**config.mk**
```make
export PLATFORM = sky130hd
export DESIGN_NAME = mem_arbiter
export DESIGN_NICKNAME = d
export VERILOG_FILES = /design/src/rtl/mem_arbiter.sv
export SDC_FILE = /design/constraint.sdc
export NUM_CORES = 1
export LEC_CHECK = 0
export ABC_AREA = 1
export CORE_ASPECT_RATIO = 1.75
export CORE_MARGIN = 2
export CORE_UTILIZATION = 42
export DETAILED_ROUTE_END_ITERATION = 8
export GPL_TIMING_DRIVEN = 1
export PLACE_DENSITY = 0.8
export SYNTH_ARGS = -nofsm -noshare
export SYNTH_HDL_FRONTEND = slang
export SYNTH_SLANG_ARGS = --single-unit
```
**constraint.sdc**
```tcl
create_clock -name clk -period 2.05 [get_ports clk]
set_input_delay 0.41 -clock clk [delete_from_list [all_inputs] [get_ports clk]]
set_output_delay 0.41 -clock clk [all_outputs]
set_load 0.1 [all_outputs]
```
**src/rtl/mem_arbiter.sv**
```systemverilog
// mem_arbiter: fixed-priority MEM/IF arbiter onto one 32-bit bus.
// Handles RV32I byte lanes, load extension and access checking.
module mem_arbiter (
  input  logic        clk,
  input  logic        rst,
  input  logic        if_req_i,
  input  logic [31:0] if_addr_i,
  output logic [31:0] if_data_o,
  output logic        if_ready_o,
  input  logic        mem_req_i,
  input  logic        mem_we_i,
  input  logic [2:0]  mem_funct3_i,
  input  logic [31:0] mem_addr_i,
  input  logic [31:0] mem_wdata_i,
  output logic [31:0] mem_rdata_o,
  output logic        mem_ready_o,
  output logic        mem_err_o,
  output logic        stallreq_if_o,
  output logic        stallreq_mem_o,
  output logic        bus_req_o,
  output logic        bus_we_o,
  output logic [31:0] bus_addr_o,
  output logic [3:0]  bus_sel_o,
  output logic [31:0] bus_wdata_o,
  input  logic [31:0] bus_rdata_i,
  input  logic        bus_ack_i
);

  typedef enum logic [1:0] {
    IDLE,
    BUS_IF,
    BUS_MEM,
    RESP
  } state_e;

  state_e      state_q, state_d;
  logic        gnt_mem_q, gnt_mem_d;
  logic        err_q, err_d;
  logic        we_q, we_d;
  logic [2:0]  f3_q, f3_d;
  logic [1:0]  off_q, off_d;
  logic [31:0] addr_q, addr_d;
  logic [3:0]  sel_q, sel_d;
  logic [31:0] wdata_q, wdata_d;
  logic [31:0] if_data_q, if_data_d;
  logic [31:0] rdata_q, rdata_d;

  logic        req_bad;
  logic [3:0]  req_sel;
  logic [31:0] req_wdata;
  logic [7:0]  ld_byte;
  logic [15:0] ld_half;
  logic [31:0] ld_ext;
  logic        ld_sext;

  always_comb begin
    req_bad   = 1'b0;
    req_sel   = 4'b1111;
    req_wdata = mem_wdata_i;
    unique case (mem_funct3_i[1:0])
      2'd0: begin
        req_sel   = 4'b0001 << mem_addr_i[1:0];
        req_wdata = {4{mem_wdata_i[7:0]}};
      end
      2'd1: begin
        req_sel   = mem_addr_i[1] ? 4'b1100
                                  : 4'b0011;
        req_wdata = {2{mem_wdata_i[15:0]}};
        req_bad   = mem_addr_i[0];
      end
      2'd2: req_bad = |mem_addr_i[1:0];
      default: req_bad = 1'b1;
    endcase
    // unsigned variants exist only for LB/LH loads
    if (mem_funct3_i[2] &&
        (mem_we_i || mem_funct3_i[1]))
      req_bad = 1'b1;
  end

  always_comb begin
    ld_byte = bus_rdata_i[7:0];
    unique case (1'b1)
      off_q == 2'd0: ld_byte = bus_rdata_i[7:0];
      off_q == 2'd1: ld_byte = bus_rdata_i[15:8];
      off_q == 2'd2: ld_byte = bus_rdata_i[23:16];
      off_q == 2'd3: ld_byte = bus_rdata_i[31:24];
    endcase
    ld_half = off_q[1] ? bus_rdata_i[31:16]
                       : bus_rdata_i[15:0];
    ld_sext = !f3_q[2];
    unique case (f3_q[1:0])
      2'd0: ld_ext = {{24{ld_sext & ld_byte[7]}},
                      ld_byte};
      2'd1: ld_ext = {{16{ld_sext & ld_half[15]}},
                      ld_half};
      default: ld_ext = bus_rdata_i;
    endcase
  end

  always_comb begin
    state_d   = state_q;
    gnt_mem_d = gnt_mem_q;
    err_d     = err_q;
    we_d      = we_q;
    f3_d      = f3_q;
    off_d     = off_q;
    addr_d    = addr_q;
    sel_d     = sel_q;
    wdata_d   = wdata_q;
    if_data_d = if_data_q;
    rdata_d   = rdata_q;
    unique case (state_q)
      IDLE: begin
        if (mem_req_i) begin
          gnt_mem_d = 1'b1;
          f3_d      = mem_funct3_i;
          off_d     = mem_addr_i[1:0];
          if (req_bad) begin
            err_d   = 1'b1;
            rdata_d = 32'h0;
            state_d = RESP;
          end else begin
            err_d   = 1'b0;
            we_d    = mem_we_i;
            addr_d  = mem_addr_i & 32'hFFFF_FFFC;
            sel_d   = req_sel;
            wdata_d = req_wdata;
            state_d = BUS_MEM;
          end
        end else if (if_req_i) begin
          gnt_mem_d = 1'b0;
          err_d     = 1'b0;
          we_d      = 1'b0;
          addr_d    = if_addr_i & 32'hFFFF_FFFC;
          sel_d     = 4'b1111;
          state_d   = BUS_IF;
        end
      end
      BUS_IF: begin
        if (bus_ack_i) begin
          if_data_d = bus_rdata_i;
          state_d   = RESP;
        end
      end
      BUS_MEM: begin
        if (bus_ack_i) begin
          rdata_d = we_q ? 32'h0 : ld_ext;
          state_d = RESP;
        end
      end
      RESP: state_d = IDLE;
    endcase
  end

  always_ff @(posedge clk) begin
    if (rst) begin
      state_q   <= IDLE;
      gnt_mem_q <= 1'b0;
      err_q     <= 1'b0;
      we_q      <= 1'b0;
      f3_q      <= 3'd0;
      off_q     <= 2'd0;
      addr_q    <= 32'h0;
      sel_q     <= 4'h0;
      wdata_q   <= 32'h0;
      if_data_q <= 32'h0;
      rdata_q   <= 32'h0;
    end else begin
      state_q   <= state_d;
      gnt_mem_q <= gnt_mem_d;
      err_q     <= err_d;
      we_q      <= we_d;
      f3_q      <= f3_d;
      off_q     <= off_d;
      addr_q    <= addr_d;
      sel_q     <= sel_d;
      wdata_q   <= wdata_d;
      if_data_q <= if_data_d;
      rdata_q   <= rdata_d;
    end
  end

  assign bus_req_o   = (state_q == BUS_IF) ||
                       (state_q == BUS_MEM);
  assign bus_we_o    = bus_req_o && we_q;
  assign bus_addr_o  = addr_q;
  assign bus_sel_o   = sel_q;
  assign bus_wdata_o = wdata_q;

  assign if_ready_o  = (state_q == RESP) && !gnt_mem_q;
  assign mem_ready_o = (state_q == RESP) && gnt_mem_q;
  assign mem_err_o   = mem_ready_o && err_q;
  assign if_data_o   = if_data_q;
  assign mem_rdata_o = rdata_q;

  assign stallreq_if_o  = if_req_i && !if_ready_o;
  assign stallreq_mem_o = mem_req_i && !mem_ready_o;

endmodule

```
# == After elaboration in Yosys (flattened, before gate mapping) ==
# Cells that the tools add are included.
# word_totals
register_bits,142
output_inout_bits,139
# classes
eq_ne,15
shift,1
muxes,30
bitwise,3
reduce_logical,28
# op_table
operator,count
two-way mux 32 bit,7
one-hot mux 32 bit (2 select lines),3
one-hot mux 8 bit (4 select lines),1
two-way mux 16 bit,1
two-way mux 4 bit,4
equality test 2 bit (second input constant),5
equality test 2 x 1 -> 1 bit (second input constant),4
zero test 2 bit,4
two-way mux 1 bit,8
!= test 2 bit (second input constant),4
one-hot mux 4 bit (2 select lines),1
AND reduction 2 bit,4
logical AND 1 bit,7
two-way mux 2 bit,3
one-hot mux 2 bit (3 select lines),1
AND reduction 3 bit,2
zero test 1 bit,4
AND reduction 4 bit,1
nonzero test 2 bit,2
OR reduction 2 bit,2
left shift 1 x 2 -> 4 bit (first input constant),1
!= test 3 bit (second input constant),1
one-hot mux 1 bit (3 select lines),1
bitwise AND 1 bit,2
3 further kinds,4

# == Logic depth before layout (Yosys ltp) ==
# logic_depth
depth_word,7
ltp_mapped,10
ltp_nobuf,9

# == Worst setup path after synthesis ==
# OpenSTA, ideal clock, no wires.
# synth_path
path_kind,reg-to-output
from,reg state_q[0]
to,out stallreq_if_o
arrival_time_ps,2788
required_ps,1640
slack_ps,-1148
stages_incl_launch_ff,5
n_path_buf,0
path_cell_list,dfxtp_1 ha_1 inv_1 nor2_1 nor2_1
# synth_between
elab_chain_cells,4
# synth_rtl
item,line,source
"start, declared",36,"state_e state_q, state_d;"
"start signal, assigned",169,state_q <= state_d;
equality test 2 bit,190,assign if_ready_o = (state_q == RESP) && !gnt_mem_q;
logical AND 1 bit,190,
via if_ready_o,9,"output logic if_ready_o,"
zero test 1 bit,196,assign stallreq_if_o = if_req_i && !if_ready_o;
logical AND 1 bit,196,
"end, declared",18,"output logic stallreq_if_o,"
# The timed path passes the listed nets, and every way through them passes these cells.

# == Final worst setup path ==
# layout_path
from,in mem_req_i
to,out stallreq_mem_o
# layout_between
elab_chain_cells,1
# layout_rtl
item,line,source
"start, declared",10,"input logic mem_req_i,"
logical AND 1 bit,197,assign stallreq_mem_o = mem_req_i && !mem_ready_o;
"end, declared",19,"output logic stallreq_mem_o,"
# No other way between the ends.

==> results.sh <==
export IMPL_die_h_um=168
export IMPL_core_rowCount=59
export IMPL_status="finished, final reports clean"
export IMPL_ios=276
export IMPL_yosysWarningCount=0
export IMPL_vias=6997
export IMPL_clock_sinks=140
export IMPL_layout_drive_gt1_share_pct=20.8
export IMPL_fmax_mhz=500
export IMPL_antenna_found_initial=1
export IMPL_grt_overflow=0
export IMPL_period_share_pct=97.6
export IMPL_drtPass1Iterations=4
export IMPL_grt_max_degree=72
export IMPL_p_leak_uw=0.00435
export IMPL_post_cts_buffers=0
export IMPL_timing_max_cap_violations=0
export IMPL_ant_nets=0
export IMPL_cp_end_kind="output port"
export IMPL_synth_edf_count=0
export IMPL_wl_per_cell_um=16.0
export IMPL_met2_usage_pct=51.0
export IMPL_hold_viol=0
export IMPL_cts_clk_slew_worst_paths_ns=0.06
export IMPL_ys_ff_latch=140
export IMPL_rsz0062_at_grt="false"
export IMPL_start_util_pct=43.2
export IMPL_post_place_ws_ns=-0.00599
export IMPL_critPathMaxFanout=7
export IMPL_grt_use_total_pct=27.0
export IMPL_wl_um=22200
export IMPL_met3_usage_pct=5.81
export IMPL_syn_to_final_growth_pct=51.4
export IMPL_startpoint_type="primary input"
export IMPL_grt_pass1_vias=6795
export IMPL_synth_area_per_cell_um2=6.95
export IMPL_skew_ns=0.0150
export IMPL_layout_nets=1337
export IMPL_die_w_um=97.6
export IMPL_grt_util_met1_pct=27.3
export IMPL_cts_htree_levels=4
export IMPL_grt_busiest_layer="met2"
export IMPL_coreArea_um2=14900
export IMPL_vias_per_cell=5.03
export IMPL_synthFlopType="dfxtp_1"
export IMPL_yosysUniqueCellTypes=33
export IMPL_async_flop_share_pct=0
export IMPL_remaining_drc_errors=0
export IMPL_io_buffers=271
export IMPL_crit_type="in -> out"
export IMPL_hp_class="reg -> reg"
export IMPL_fin_crit_ns=2.00
export IMPL_dp_hpwl_um=16800
export IMPL_worst_hold_slack_ns=0.442
export IMPL_clock_root_buffer="clkbuf_16"
export IMPL_die_area_um2=16400
export IMPL_place_congestion=0.917
export IMPL_numCtsBuffers=17
export IMPL_syn_inst=927
export IMPL_setup_ws_ns=0.0501
export IMPL_slew_violations=0
export IMPL_power_density_nw_per_um2=1440
export IMPL_grt_pass1_wl_um=35100
export IMPL_finish_utilization_pct=65.4
export IMPL_fill_cells=1316
export IMPL_drt_iter0_drc=296
export IMPL_syn_cell_area_um2=6440
export IMPL_clock_latency_ns=0.42
export IMPL_seq_area_frac_synth_pct=43.5
export IMPL_cp_arrival_ns=1.59
export IMPL_setup_violations=0
export IMPL_cts_tree="built"
export IMPL_cp_required_ns=1.64
export IMPL_peakVddDrop_uv=759
export IMPL_clock_path_buffers=2
[layer usage]
layer,share of wire (%),up-vias,routed length [um]
met1,34,3127,7650
met2,54,288,12100
li1,-,3526,-
met3,6.4,56,1420
met4,4.7,0,1040
met5,0,-,0
[final timing paths]
path,start,to,slack [ns],depth (start not counted)
setup / recovery,mem_req_i,stallreq_mem_o,0.05,5
setup reg to reg,state_q[0],mem_rdata_o[24],0.25,10
hold reg to reg,bus_addr_o[25],bus_addr_o[25],0.44,2
hold / removal,bus_addr_o[25],bus_addr_o[25],0.44,2
[cell type report]
type                    count  area (um^2)  area share (%)
clock inverters            13          108            1.10
repair buffers            311         2810            28.8
well taps                 183          229            2.35
inverters                  74          282            2.89
flip-flops and latches    140         2810            28.8
multi-input cells         651         3080            31.6
diodes                      1         2.50          0.0257
clock buffers              18          439            4.50
[cells in the final DEF (no fill, tap or decap), types with 4 or more instances in the layout]
master,n
a21oi_1,108
a21oi_2,10
a31oi_1,10
buf_12,11
buf_4,166
clkbuf_16,17
clkdlybuf4s50_1,134
clkinvlp_4,5
dfxtp_1,138
ha_1,4
inv_1,66
inv_2,7
inv_6,5
nand2_1,208
nand2_2,4
nand3_1,18
nand3_2,4
nor2_1,122
nor2_2,4
o211ai_1,6
o21ai_0,117
o21ai_1,7
or2_1,10
[worst max-delay path, stage by stage]
cell	delay (ns)
clkdlybuf4s50_1	0.48
buf_4	0.16
inv_1	0.17
nor2_4	0.18
buf_12	0.18
[cells in the mapped netlist, types with 2 or more instances]
| cell | n | area [um^2] |
|---|---|---|
| o21ai_1 | 7 | 35.0 |
| a21oi_1 | 108 | 541 |
| nor2_1 | 126 | 473 |
| o211ai_1 | 6 | 45.0 |
| a21oi_2 | 10 | 87.6 |
| inv_1 | 67 | 251 |
| nand2_2 | 4 | 25.0 |
| clkbuf_1 | 32 | 120 |
| a22oi_1 | 2 | 15.0 |
| or2_1 | 10 | 62.6 |
| nand3_2 | 3 | 30.0 |
| dfxtp_1 | 140 | 2800 |
| buf_6 | 6 | 67.6 |
| o21ai_2 | 2 | 17.5 |
| buf_4 | 2 | 15.0 |
| nand2_1 | 208 | 781 |
| inv_2 | 7 | 26.3 |
| buf_2 | 21 | 105 |
| nand3_1 | 19 | 95.1 |
| nand3_4 | 3 | 52.6 |
| ha_1 | 5 | 62.6 |
| a31oi_1 | 10 | 62.6 |
| or2_2 | 3 | 18.8 |
| o21ai_0 | 117 | 586 |
[flip-flops by register name, indices dropped and copies added, names as in the netlist]
signal       cells
if_data_o       32
state_q          2
f3_q             3
bus_wdata_o     32
gnt_mem_q        1
off_q            2
we_q             1
bus_addr_o      30
err_q            1
bus_sel_o        4
mem_rdata_o     32
[logic make-up (layout without fill, tap and decap cells)]
family                     after synthesis  in the layout  share of synthesized area, %
other                                    1              3                        0.0582
AOI/OAI and AO/OA                      266            266                          22.2
adders and majority gates                5              5                         0.971
buffers and inverters                  137            416                          9.22
and+or+nand+nor                        378            378                          24.1
DFF                                    140            140                          43.5
[timing repair]
item	CTS	global route
endpoints found under the hold margin	0	0
setup endpoints to repair	1	1
resized for setup	2	1
hold buffers	0	0
[where the power goes]
group | leakage [uW] | internal [uW] | switching [uW]
Clock | 0.000258 | 1600 | 1270
Sequential | 0.00115 | 3270 | 306
Combinational | 0.00295 | 1870 | 5720
[through the flow]
stage / cells / area [um^2] / TNS (ns) / total power (uW)
floorplan: 928 / 6470 / -0.207 / 9310
global placement: 1359 / 9190 / 0 / 11100
detailed placement: 1359 / 9190 / -0.00599 / 11200
CTS: 1390 / 9750 / 0 / 14100
global route: 1391 / 9750 / 0 / 14700
finish: 1391 / 9750 / 0 / 14000
(Power assumes the default switching activity.)
